==> src/rtl/uvma_axil_rsp_pkg.sv <==
// Shared types and width helpers for the AXI4-Lite slave responder.
package uvma_axil_rsp_pkg;

  typedef enum logic [1:0] {
    OKAY   = 2'd0,
    EXOKAY = 2'd1,
    SLVERR = 2'd2,
    DECERR = 2'd3
  } uvma_axil_resp_enum;

  typedef enum logic [1:0] {
    W_IDLE    = 2'd0,
    W_HAVE_AW = 2'd1,
    W_HAVE_W  = 2'd2,
    W_RESP    = 2'd3
  } w_state_e;

  typedef enum logic [1:0] {
    R_IDLE = 2'd0,
    R_WAIT = 2'd1,
    R_RESP = 2'd2
  } r_state_e;

  function automatic int off_width(input int data_width);
    return $clog2(data_width / 8);
  endfunction

  function automatic int idx_width(input int num_words);
    return $clog2(num_words);
  endfunction

endpackage

==> src/rtl/uvma_axil_rsp_mem.sv <==
// Word memory with async clear, byte-strobed write port and combinational read port.
module uvma_axil_rsp_mem
  import uvma_axil_rsp_pkg::*;
#(
  parameter int DATA_WIDTH = 32,
  parameter int NUM_WORDS  = 16
) (
  input  logic                             clk,
  input  logic                             reset,
  input  logic                             we,
  input  logic [idx_width(NUM_WORDS)-1:0]  waddr,
  input  logic [DATA_WIDTH-1:0]            wdata,
  input  logic [DATA_WIDTH/8-1:0]          wstrb,
  input  logic [idx_width(NUM_WORDS)-1:0]  raddr,
  output logic [DATA_WIDTH-1:0]            rdata
);

  localparam int SW = DATA_WIDTH / 8;

  logic [DATA_WIDTH-1:0] mem [NUM_WORDS];

  always_ff @(posedge clk or posedge reset) begin
    if (reset) begin
      for (int i = 0; i < NUM_WORDS; i++) mem[i] <= '0;
    end else if (we) begin
      for (int b = 0; b < SW; b++) begin
        if (wstrb[b]) mem[waddr][8*b +: 8] <= wdata[8*b +: 8];
      end
    end
  end

  assign rdata = mem[raddr];

endmodule

==> src/rtl/uvma_axil_slv_rsp.sv <==
// AXI4-Lite slave responder: independent write (AW/W any order) and read (fixed latency)
// channels over a small register memory; out-of-range accesses answer SLVERR.
module uvma_axil_slv_rsp
  import uvma_axil_rsp_pkg::*;
#(
  parameter int ADDR_WIDTH = 32,
  parameter int DATA_WIDTH = 32,
  parameter int NUM_WORDS  = 16,
  parameter int RD_LATENCY = 1
) (
  input  logic                    clk,
  input  logic                    reset,
  input  logic                    awvalid,
  output logic                    awready,
  input  logic [ADDR_WIDTH-1:0]   awaddr,
  input  logic [2:0]              awprot,
  input  logic                    wvalid,
  output logic                    wready,
  input  logic [DATA_WIDTH-1:0]   wdata,
  input  logic [DATA_WIDTH/8-1:0] wstrb,
  output logic                    bvalid,
  input  logic                    bready,
  output logic [1:0]              bresp,
  input  logic                    arvalid,
  output logic                    arready,
  input  logic [ADDR_WIDTH-1:0]   araddr,
  input  logic [2:0]              arprot,
  output logic                    rvalid,
  input  logic                    rready,
  output logic [DATA_WIDTH-1:0]   rdata,
  output logic [1:0]              rresp
);

  localparam int SW    = DATA_WIDTH / 8;
  localparam int OFF_W = off_width(DATA_WIDTH);
  localparam int IDX_W = idx_width(NUM_WORDS);
  localparam int SPAN  = OFF_W + IDX_W;
  localparam int CNT_W = (RD_LATENCY > 1) ? $clog2(RD_LATENCY) : 1;

  // Any address bit above the memory span set means out of range.
  function automatic logic in_range(input logic [ADDR_WIDTH-1:0] a);
    return (a >> SPAN) == '0;
  endfunction

  logic unused_prot;
  assign unused_prot = ^{awprot, arprot};

  // ---------------- write channel ----------------
  w_state_e              w_state, w_state_n;
  logic [ADDR_WIDTH-1:0] aw_addr_q;
  logic [DATA_WIDTH-1:0] w_data_q;
  logic [SW-1:0]         w_strb_q;
  logic                  aw_hs, w_hs, wr_fire, mem_we;
  logic [ADDR_WIDTH-1:0] wr_addr;
  logic [DATA_WIDTH-1:0] wr_data;
  logic [SW-1:0]         wr_strb;

  assign aw_hs = awvalid & awready;
  assign w_hs  = wvalid & wready;

  always_comb begin
    w_state_n = w_state;
    wr_fire   = 1'b0;
    wr_addr   = awaddr;
    wr_data   = wdata;
    wr_strb   = wstrb;
    case (w_state)
      W_IDLE: begin
        if (aw_hs && w_hs) begin
          w_state_n = W_RESP;
          wr_fire   = 1'b1;
        end else if (aw_hs) begin
          w_state_n = W_HAVE_AW;
        end else if (w_hs) begin
          w_state_n = W_HAVE_W;
        end
      end
      W_HAVE_AW: begin
        wr_addr = aw_addr_q;
        if (w_hs) begin
          w_state_n = W_RESP;
          wr_fire   = 1'b1;
        end
      end
      W_HAVE_W: begin
        wr_data = w_data_q;
        wr_strb = w_strb_q;
        if (aw_hs) begin
          w_state_n = W_RESP;
          wr_fire   = 1'b1;
        end
      end
      W_RESP: if (bvalid && bready) w_state_n = W_IDLE;
      default: w_state_n = W_IDLE;
    endcase
  end

  assign mem_we = wr_fire && in_range(wr_addr);

  // Ready/valid are registered from the next state so they reset low and rise one edge later.
  always_ff @(posedge clk or posedge reset) begin
    if (reset) begin
      w_state   <= W_IDLE;
      aw_addr_q <= '0;
      w_data_q  <= '0;
      w_strb_q  <= '0;
      awready   <= 1'b0;
      wready    <= 1'b0;
      bvalid    <= 1'b0;
      bresp     <= OKAY;
    end else begin
      w_state <= w_state_n;
      if (w_state == W_IDLE && aw_hs) aw_addr_q <= awaddr;
      if (w_state == W_IDLE && w_hs) begin
        w_data_q <= wdata;
        w_strb_q <= wstrb;
      end
      awready <= (w_state_n == W_IDLE) || (w_state_n == W_HAVE_W);
      wready  <= (w_state_n == W_IDLE) || (w_state_n == W_HAVE_AW);
      bvalid  <= (w_state_n == W_RESP);
      if (wr_fire) bresp <= in_range(wr_addr) ? OKAY : SLVERR;
    end
  end

  // ---------------- memory ----------------
  logic [DATA_WIDTH-1:0] mem_rdata;

  uvma_axil_rsp_mem #(
    .DATA_WIDTH (DATA_WIDTH),
    .NUM_WORDS  (NUM_WORDS)
  ) u_mem (
    .clk   (clk),
    .reset (reset),
    .we    (mem_we),
    .waddr (wr_addr[OFF_W +: IDX_W]),
    .wdata (wr_data),
    .wstrb (wr_strb),
    .raddr (araddr[OFF_W +: IDX_W]),
    .rdata (mem_rdata)
  );

  // ---------------- read channel ----------------
  r_state_e              r_state, r_state_n;
  logic [CNT_W-1:0]      lat_cnt;
  logic [DATA_WIDTH-1:0] rd_buf;
  logic [1:0]            rd_resp_q;
  logic                  ar_hs;

  assign ar_hs = arvalid & arready;

  always_comb begin
    r_state_n = r_state;
    case (r_state)
      R_IDLE: if (ar_hs) r_state_n = (RD_LATENCY == 1) ? R_RESP : R_WAIT;
      R_WAIT: if (lat_cnt == CNT_W'(1)) r_state_n = R_RESP;
      R_RESP: if (rvalid && rready) r_state_n = R_IDLE;
      default: r_state_n = R_IDLE;
    endcase
  end

  // Capture on the AR edge reads the array before any same-edge write lands.
  always_ff @(posedge clk or posedge reset) begin
    if (reset) begin
      r_state   <= R_IDLE;
      lat_cnt   <= '0;
      rd_buf    <= '0;
      rd_resp_q <= OKAY;
      arready   <= 1'b0;
      rvalid    <= 1'b0;
    end else begin
      r_state <= r_state_n;
      if (r_state == R_IDLE && ar_hs) begin
        lat_cnt   <= CNT_W'(RD_LATENCY - 1);
        rd_buf    <= in_range(araddr) ? mem_rdata : '0;
        rd_resp_q <= in_range(araddr) ? OKAY : SLVERR;
      end else if (r_state == R_WAIT) begin
        lat_cnt <= lat_cnt - 1'b1;
      end
      arready <= (r_state_n == R_IDLE);
      rvalid  <= (r_state_n == R_RESP);
    end
  end

  assign rdata = rvalid ? rd_buf : '0;
  assign rresp = rvalid ? rd_resp_q : 2'b00;

endmodule
==> config.mk <==
export PLATFORM = sky130hd
export DESIGN_NAME = uvma_axil_slv_rsp
export DESIGN_NICKNAME = d
export VERILOG_FILES = /design/src/rtl/uvma_axil_rsp_pkg.sv /design/src/rtl/uvma_axil_rsp_mem.sv /design/src/rtl/uvma_axil_slv_rsp.sv
export SDC_FILE = /design/constraint.sdc
export NUM_CORES = 1
export LEC_CHECK = 0
export CELL_PAD_IN_SITES_DETAIL_PLACEMENT = 1
export CELL_PAD_IN_SITES_GLOBAL_PLACEMENT = 2
export CORE_ASPECT_RATIO = 1.4
export CORE_MARGIN = 2
export CORE_UTILIZATION = 45
export DETAILED_ROUTE_END_ITERATION = 12
export PLACE_DENSITY_LB_ADDON = 0.1
export SLEW_MARGIN = 30
export SYNTH_ARGS = -nofsm -noshare
export SYNTH_HDL_FRONTEND = slang
export SYNTH_SLANG_ARGS = --single-unit
==> constraint.sdc <==
create_clock -name clk -period 23.9 [get_ports clk]
set_clock_uncertainty 0.2 [all_clocks]
set_input_delay 4.78 -clock clk [delete_from_list [all_inputs] [get_ports clk]]
set_output_delay 4.78 -clock clk [all_outputs]
set_load 0.02 [all_outputs]
==> impl_metrics.csv, run 1 <==
group,metric,value,unit
setup_path,end_kind,"register",
clock_tree,cts_resized,0,
setup_path,r2r_cells,5,
sta,rsz0062_at_grt,"false",
clock_tree,htree_num_levels,3,
setup_path,cp.required,24.17,ns
sta,setup_viol,0,
job,maxCapViolations,0,
global_routing,use_met3,0.0295,
sta,slew_violations,0,
sta,fin_hold_ws,0.268,ns
global_routing,grt_usage,0.230,
floorplanning,die_x,218,µm
synthesis,async_flop_share,1.00,
route,route.final.wire_length,73300,µm
route,vias,16200,
power,p_int,0.00189,W
power,pwr-share-comb,0.146,
setup_path,path_class,"input port to register",
placed_design,portBuffers,141,
clock_tree,path_clk_slew,0.06,ns
global_routing,grt_pass1_wl,115000,µm
global_routing,busiest_layer,"met2",
setup_path,crit_path_end,"u_mem.mem[212]$_DFFE_PP0P_",
sta,slew_headroom,0.339,
clock_tree,cts_tree,"yes",
floorplanning,io-pin-count,154,
finish,syn_to_final_growth,16.5,%
synthesis,synth_cell_types,36,
power,p_leak,15.0,nW
route,drc,0,
finish,multi_input_area,12900,µm²
setup_path,rr_endpoint,"u_mem.mem[212]$_DFFE_PP0P_",
finish,fillers,6014,
synthesis,synth-edff-count,0,
clock_tree,cts.sinks,622,
finish,drive_above_1_share,0.502,
route,wl_per_cell,25.9,µm
setup_path,crit_start,"awaddr[7]",
synthesis,yosys_register_bits,622,
power,p_per_area,76.8,nW/µm²
floorplanning,dieArea,66500,µm²
power,p_seq_frac,0.444,
synthesis,synth_ff_type,"dfrtp_1",
synthesis,syn_avg_cell_area,16.0,µm²
sta,fin_tns_setup,0,ns
synthesis,synth_top_area_share,0.537,
synthesis,synthesis.area,29000,µm²
global_routing,grt_overflow_total,0,
worst_hold_path,hp-class,"register to register",
setup_path,path_max_fanout,34,
clock_tree,insertion_delay,0.60,ns
clock_tree,cts_buffer_depth,3,
sta,report.final.hold_viol_count,0,
setup_path,worstReg2RegStart,"w_state[1]$_DFF_PP0_",
floorplanning,initial_utilization,0.453,
global_routing,antenna_found_initial,4,
power,ir_worst_vdd,0.0000476,V
clock_tree,cts_setup_buffers,0,
setup_path,cp.arrival,8.57,ns
placed_design,gp_congestion,0.735,
setup_path,start_kind,"input port",
synthesis,synth_area_leaders,"dfrtp_1 54%, mux2_2 24%, mux4_2 12%",
floorplanning,die_y,304,µm
global_routing,grt_pass1_vias,18600,
clock_tree,cts-root-buf,"clkbuf_16",
global_routing,use_met1,0.290,
power,p_sw,0.000703,W
sta,fin_crit,8.30,ns
clock_tree,numCtsBuffers,66,
placed_design,hpwl,45700,µm
synthesis,yosys.area.top_type,"dfrtp_1",
outcome,outcome,"finished, final reports clean",
route,ant_nets,0,
floorplanning,core,64000,µm²
sta,max_freq,0.120,GHz
sta,finalCritPeriodShare,0.347,
synthesis,yosysWarnings,0,
setup_path,r2r_slack,19.35,ns
route,drtIter0Drc,808,
route,drtPass1Iterations,6,
synthesis,synthCells,1807,
global_routing,grt_max_degree,125,
finish,layout.nets,2054,
power,power_switching_share,0.271,
power,p_clk_frac,0.410,
finish,regArea,15600,µm²
route,vias_per_cell,5.70,
floorplanning,std_cell_rows,110,
sta,tightestPinTransition,0.991,ns
synthesis,ys_seq_area_frac,0.537,
synthesis,yosysMostFrequentCell,"dfrtp_1",
synthesis,synth_common_cells,"622 x dfrtp_1, 614 x mux2_2, 160 x mux4_2",
global_routing,grt_use_met2,0.413,
clock_tree,ctsHoldBuffers,0,
-- per-layer routing --
| layer | vias to the layer above | part of all wire | wire (µm) |
|---|---|---|---|
| met5 | - | 0 | 0 |
| met4 | 0 | 0.022 | 1640 |
| met3 | 96 | 0.032 | 2350 |
| met2 | 271 | 0.54 | 39400 |
| met1 | 8824 | 0.41 | 29900 |
| li1 | 6960 | - | - |
-- cells by family after synthesis --
logic type      after synthesis  synth area share
simple gates                141            0.0254
mux                         776             0.364
flops                       622             0.537
buf+inv                     152            0.0219
compound gates              115            0.0517
other cells                   1          0.000129
-- per-stage QoR --
step	power [W]	utilization	worst slack (ns)	std cells	instance area, µm²
final	0.00259	0.527	15.60	2832	33800
after detailed placement	0.00155	0.490	15.00	2710	31400
after floorplan	0.00141	-	1.50	1808	29000
after global placement	0.00154	0.488	15.08	2707	31200
after CTS	0.00263	0.526	15.57	2827	33600
after global routing	0.00271	0.527	15.48	2832	33800
-- state kept, by name, indices dropped and copies added (netlist names), 2 cells and up --
signal and cells:
rd_buf 32, r_state 2, u_mem.mem 512, w_strb_q 4
w_data_q 32, aw_addr_q 30, w_state 2
-- area by class of cell --
cell class,count,share of cell area
clock buffers,102,0.0617
flip-flops and latches,622,0.461
inverters,41,0.00478
diodes,2,0.000148
well taps,840,0.0311
multi-input cells,1034,0.382
clock inverters,15,0.00537
repair buffers,176,0.0532
-- placed cells by master (no fill, tap or decap), types with 15 or more instances in the layout --
cell type	instances
clkbuf_16	71
nand2_1	58
nor4_1	15
inv_1	40
buf_4	25
mux4_2	160
clkbuf_8	20
o21ai_0	34
dfrtp_1	622
and2_1	33
mux2_2	614
a211oi_4	59
clkdlybuf4s50_1	137
-- how the worst min path moves through the flow --
stage               slack, ns                   from                    end  cells after the start
floorplan                0.24  rd_buf[0]$_DFFE_PP0P_  rd_buf[0]$_DFFE_PP0P_                      2
detailed placement       0.26  rd_buf[8]$_DFFE_PP0P_  rd_buf[8]$_DFFE_PP0P_                      2
finish                   0.27  rd_buf[8]$_DFFE_PP0P_  rd_buf[8]$_DFFE_PP0P_                      2
global placement         0.26  rd_buf[2]$_DFFE_PP0P_  rd_buf[2]$_DFFE_PP0P_                      2
CTS                      0.28  rd_buf[8]$_DFFE_PP0P_  rd_buf[8]$_DFFE_PP0P_                      2
global route             0.30  rd_buf[4]$_DFFE_PP0P_  rd_buf[4]$_DFFE_PP0P_                      2
-- power by group through the flow --
stage          clock, W  combinational, W  sequential [W]
5_1_grt         0.00114          0.000411         0.00116
6_report        0.00106          0.000378         0.00115
4_1_cts         0.00109          0.000383         0.00115
3_5_place_dp          0          0.000382         0.00117
3_3_place_gp          0          0.000369         0.00117
2_1_floorplan         0          0.000252         0.00116
-- critical path, cell delays in order --
cell	delay, ns
clkdlybuf4s50_1	0.43
nor4_1	0.49
nand3_4	0.76
buf_4	0.71
a211oi_4	0.90
mux2_2	0.41
(Power assumes the default switching activity.)
==> run 2: changes to the inputs <==
clock period = 7.8 ns   (was 23.9 ns; I/O delays follow)
==> run 2 against run 1 <==
Compared with the run above:
- global-route usage fell by 0.19 points
- sequential share of layout area rose by 0.50 points
- largest power group unchanged
- largest cell class unchanged
- die area unchanged
- final cell count down 0.46%
- highest routed layer unchanged
- critical path depth did not move
- setup slack got worse by 13 ns
- count of clock-buffer cells in the layout fell by 5
- flip-flop and latch count stayed put
- cell area decreased by 1.1%
==> impl_metrics.csv, run 2 (synthesis gave the netlist of run 1 again) <==
group,metric,value,unit
setup_path,start_kind,"input port",
power,p_leak,14.8,nW
floorplanning,initial_utilization,0.453,
clock_tree,insertion_delay,0.61,ns
finish,drive_above_1_share,0.497,
placed_design,gp_congestion,0.751,
sta,report.final.hold_viol_count,0,
sta,tightestPinTransition,0.979,ns
global_routing,antenna_found_initial,1,
route,drtPass1Iterations,4,
clock_tree,cts-root-buf,"clkbuf_16",
finish,final_common_cell,"dfrtp_1",
power,ir_worst_vdd,0.000208,V
sta,fin_crit,4.86,ns
setup_path,crit_chain,"clkdlybuf4s50_1, nor4_1, nand3_4, buf_4, a211oi_2, mux2_2",
floorplanning,io-pin-count,154,
finish,largestRegisters,"u_mem.mem x512, rd_buf x32, w_data_q x32",
setup_path,path_class,"input port to register",
finish,syn_to_final_growth,15.3,%
finish,layout.nets,2043,
finish,final_cells,2819,
global_routing,grt_max_degree,150,
clock_tree,numCtsBuffers,60,
finish,largest_reg_flops,512,
sta,fin_hold_ws,0.271,ns
finish,multi_input_area,12900,µm²
route,wl_per_cell,25.9,µm
power,p_sw,0.00209,W
job,maxCapViolations,0,
setup_path,worstReg2RegStart,"w_state[1]$_DFF_PP0_",
power,p_int,0.00548,W
placed_design,placed_area,31400,µm²
clock_tree,cts_buffer_depth,3,
setup_path,cp.buffers_inverters,2,
power,p_seq_frac,0.466,
global_routing,grt_overflow_total,0,
sta,fin_tns_setup,0,ns
finish,top_register,"u_mem.mem",
route,drtIter0Drc,845,
power,p_clk_frac,0.381,
finish,regArea,15600,µm²
clock_tree,cts.sinks,622,
setup_path,path_max_fanout,34,
worst_hold_path,hp-class,"register to register",
setup_path,cp.arrival,5.15,ns
floorplanning,die_x,218,µm
global_routing,grt_pass1_wl,114000,µm
placed_design,portBuffers,141,
setup_path,cp.required,8.09,ns
placed_design,place_inst,2708,
setup_path,end_kind,"register",
sta,rsz0062_at_grt,"false",
global_routing,grt_pass1_vias,18500,
clock_tree,ctsHoldBuffers,0,
floorplanning,die_y,304,µm
route,vias,16200,
clock_tree,cts_tree,"yes",
worst_hold_path,min_from,"rd_buf[2]$_DFFE_PP0P_",
power,p_per_area,227,nW/µm²
finish,layout_common_cells,"622 x dfrtp_1, 614 x mux2_2, 160 x mux4_2, 137 x clkdlybuf4s50_1",
route,route.final.wire_length,73000,µm
sta,slew_violations,0,
outcome,outcome,"finished, final reports clean",
setup_path,cpLargestDelayFamily,"simple AND/OR/NAND/NOR gates",
clock_tree,cts_resized,0,
finish,fillers,5976,
sta,setup_viol,0,
floorplanning,dieArea,66500,µm²
global_routing,grt_usage,0.228,
floorplanning,std_cell_rows,110,
floorplanning,core,64000,µm²
clock_tree,cts_setup_buffers,0,
setup_path,crit_start,"awaddr[7]",
sta,slew_headroom,0.347,
route,ant_nets,0,
sta,finalCritPeriodShare,0.623,
setup_path,cpPeakStageDelay,0.84,ns
finish,utilization,0.522,
sta,max_freq,0.206,GHz
power,power_switching_share,0.276,
route,drc,0,
setup_path,cp_slowest_cell,"a211oi_2",
clock_tree,htree_num_levels,2,
placed_design,hpwl,45500,µm
clock_tree,path_clk_slew,0.06,ns
power,pwr-share-comb,0.153,
finish,fin_area,33400,µm²
route,vias_per_cell,5.73,
## run 2: cell types whose count changed in the layout (fill, tap and decap cells not counted), moves of 2 or more
cell,previous run,this run
buf_16,5,1
buf_12,1,4
buf_4,25,20
clkbuf_8,20,22
a211oi_2,6,4
buf_8,0,3
clkbuf_1,12,15
clkbuf_16,71,61
buf_6,5,3
bufinv_16,4,1
a211oi_4,59,61
## run 2: cell type report
class / instances / share of cell area
diodes: 3 / 0.000225
clock buffers: 97 / 0.0561
clock inverters: 11 / 0.00247
inverters: 41 / 0.00472
multi-input cells: 1034 / 0.387
flip-flops and latches: 622 / 0.466
well taps: 840 / 0.0315
repair buffers: 171 / 0.0519
## run 2: worst reg2reg max path: stages, from the launching register on
cell,delay [ns]
dfrtp_1,0.65
nand2b_1,0.64
nand3_4,0.88
buf_4,0.66
a211oi_2,0.85
mux2_2,0.42
## run 2: final timing paths
kind	to	slack [ns]	depth (start not counted)
max in group asynchronous	w_data_q[4]$_DFFE_PP0P_	4.38	4
min in group asynchronous	rd_buf[12]$_DFFE_PP0P_	1.27	2
worst max register to register	u_mem.mem[115]$_DFFE_PP0P_	3.39	5
worst max-delay path	u_mem.mem[115]$_DFFE_PP0P_	2.94	6
worst min-delay path	rd_buf[2]$_DFFE_PP0P_	0.27	2
worst min register to register	rd_buf[2]$_DFFE_PP0P_	0.27	2
## run 2: layer usage
layer  track usage  wire length, µm  vias up
li1              -                -     6958
met1         0.293            30200     8864
met2         0.409            39000      240
met3        0.0290             2280       98
met4        0.0519             1530        0
met5             0                0        -
## run 2: through the flow
stage	setup slack [ns]	power, W
after floorplan	-2.45	0.00434
after global placement	2.36	0.00470
after detailed placement	2.26	0.00476
after CTS	2.92	0.00768
after global routing	2.77	0.00792
final	2.94	0.00757
## run 2: power groups by stage
| stage | sequential [W] | clock (W) | combinational, W |
|---|---|---|---|
| after floorplan | 0.00357 | 0 | 0.000772 |
| after global placement | 0.00357 | 0 | 0.00113 |
| after detailed placement | 0.00359 | 0 | 0.00117 |
| after CTS | 0.00353 | 0.00298 | 0.00118 |
| after global routing | 0.00355 | 0.00310 | 0.00126 |
| final | 0.00353 | 0.00289 | 0.00116 |
==> run 3: changes to the inputs <==
clock period = 4.78 ns   (was 7.8 ns; I/O delays follow)
==> run 3 against run 2 <==
Compared with the run above:
- global-route usage grew 0.66 points
- utilization up 1.2 points
- critical path depth is 2 higher
- largest power group unchanged
- highest routed layer unchanged
==> impl_metrics.csv, run 3 (synthesis gave the netlist of run 1 again) <==
group,metric,value,unit
route,drtPass1Iterations,4,
sta,max_freq,0.286,GHz
sta,slew_violations,0,
finish,largestRegisters,"u_mem.mem x512, rd_buf x32, w_data_q x32",
clock_tree,cts_resized,0,
placed_design,portBuffers,141,
finish,final_cells,2893,
sta,finalCritPeriodShare,0.732,
power,p_leak,15.4,nW
job,maxCapViolations,0,
finish,top_register,"u_mem.mem",
global_routing,grt_overflow_total,0,
clock_tree,insertion_delay,0.63,ns
sta,rsz0062_at_grt,"false",
placed_design,hpwl,47400,µm
route,drc,0,
setup_path,start_kind,"input port",
global_routing,grt_max_degree,110,
finish,syn_to_final_growth,17.9,%
worst_hold_path,hp-class,"register to register",
clock_tree,cts_buffer_depth,3,
finish,drive_above_1_share,0.519,
sta,slew_headroom,0.518,
route,vias_per_cell,5.68,
clock_tree,cts_setup_buffers,0,
finish,largest_reg_flops,512,
sta,fin_tns_setup,0,ns
route,vias,16400,
clock_tree,cts.sinks,622,
floorplanning,io-pin-count,154,
finish,final_common_cell,"dfrtp_1",
route,wl_per_cell,26.0,µm
setup_path,cp.required,5.07,ns
setup_path,path_class,"input port to register",
sta,setup_viol,0,
global_routing,grt_pass1_vias,19200,
setup_path,end_kind,"register",
floorplanning,initial_utilization,0.453,
placed_design,gp_congestion,0.757,
clock_tree,ctsHoldBuffers,0,
power,ir_worst_vdd,0.000377,V
floorplanning,std_cell_rows,110,
clock_tree,cts_tree,"yes",
floorplanning,dieArea,66500,µm²
floorplanning,die_y,304,µm
route,ant_nets,0,
global_routing,antenna_found_initial,5,
clock_tree,htree_num_levels,2,
setup_path,cp.arrival,3.79,ns
power,p_per_area,374,nW/µm²
route,route.final.wire_length,75100,µm
clock_tree,cts-root-buf,"clkbuf_16",
clock_tree,path_clk_slew,0.06,ns
setup_path,path_max_fanout,9,
floorplanning,core,64000,µm²
finish,layout_common_cells,"622 x dfrtp_1, 614 x mux2_2, 160 x mux4_2, 137 x clkdlybuf4s50_1, 84 x buf_4",
sta,fin_crit,3.50,ns
floorplanning,die_x,218,µm
route,drtIter0Drc,769,
sta,tightestPinTransition,0.724,ns
global_routing,grt_usage,0.235,
clock_tree,numCtsBuffers,61,
finish,layout.nets,2115,
outcome,outcome,"finished, final reports clean",
sta,report.final.hold_viol_count,0,
placed_design,place_inst,2778,
global_routing,grt_pass1_wl,118000,µm
-- run 3: cell type report --
cell class                      count  area, µm²
Antenna cell                        5       12.5
Timing Repair Buffer              242       2410
Fill cell                        5957      29800
Multi-Input combinational cell   1034      12800
Clock inverter                     20        280
Inverter                           41        158
Sequential cell                   622      15600
Clock buffer                       89       1840
Tap cell                          840       1050
-- run 3: critical path, cell delays in order --
cell             delay [ns]
clkdlybuf4s50_1        0.42
nor4_1                 0.35
and4_1                 0.57
o211ai_4               0.30
buf_4                  0.30
a211oi_4               0.22
buf_4                  0.27
mux2_2                 0.37
-- run 3: worst paths after layout --
kind	cells past startpoint	end	start	slack (ns)
setup / recovery	8	u_mem.mem[463]$_DFFE_PP0P_	awaddr[27]	1.28
hold / removal	2	rd_buf[2]$_DFFE_PP0P_	rd_buf[2]$_DFFE_PP0P_	0.27
setup reg to reg	6	u_mem.mem[412]$_DFFE_PP0P_	w_state[1]$_DFF_PP0_	1.42
hold reg to reg	2	rd_buf[2]$_DFFE_PP0P_	rd_buf[2]$_DFFE_PP0P_	0.27
max in group asynchronous	4	u_mem.mem[37]$_DFFE_PP0P_	reset	2.54
min in group asynchronous	2	u_mem.mem[493]$_DFFE_PP0P_	reset	0.60
-- run 3: per-layer routing --
layer / up-vias / routed length (µm) / global-route usage
li1: 7118 / - / -
met1: 8932 / 29900 / 0.292
met2: 280 / 40500 / 0.427
met3: 109 / 2760 / 0.0283
met4: 0 / 1940 / 0.0664
met5: - / 0 / 0
-- run 3: power breakdown --
group | total, W | switching, W | internal, W
logic | 0.00193 | 0.00124 | 0.000695
clock network | 0.00507 | 0.00204 | 0.00302
registers | 0.00576 | 0.000191 | 0.00557
total | 0.0128 | 0.00347 | 0.00928
-- run 3: through the flow --
| stage | utilization | cell area [µm²] | worst slack (ns) | hold slack, ns | total power, W |
|---|---|---|---|---|---|
| 3_5_place_dp | 0.500 | 32000 | 0.543 | 0.265 | 0.00781 |
| 5_1_grt | 0.534 | 34100 | 1.21 | 0.301 | 0.0133 |
| 2_1_floorplan | - | 29000 | -4.87 | 0.242 | 0.00708 |
| 6_report | 0.534 | 34200 | 1.28 | 0.271 | 0.0128 |
| 3_3_place_gp | 0.499 | 31900 | 0.487 | 0.254 | 0.00772 |
| 4_1_cts | 0.533 | 34100 | 1.20 | 0.280 | 0.0129 |
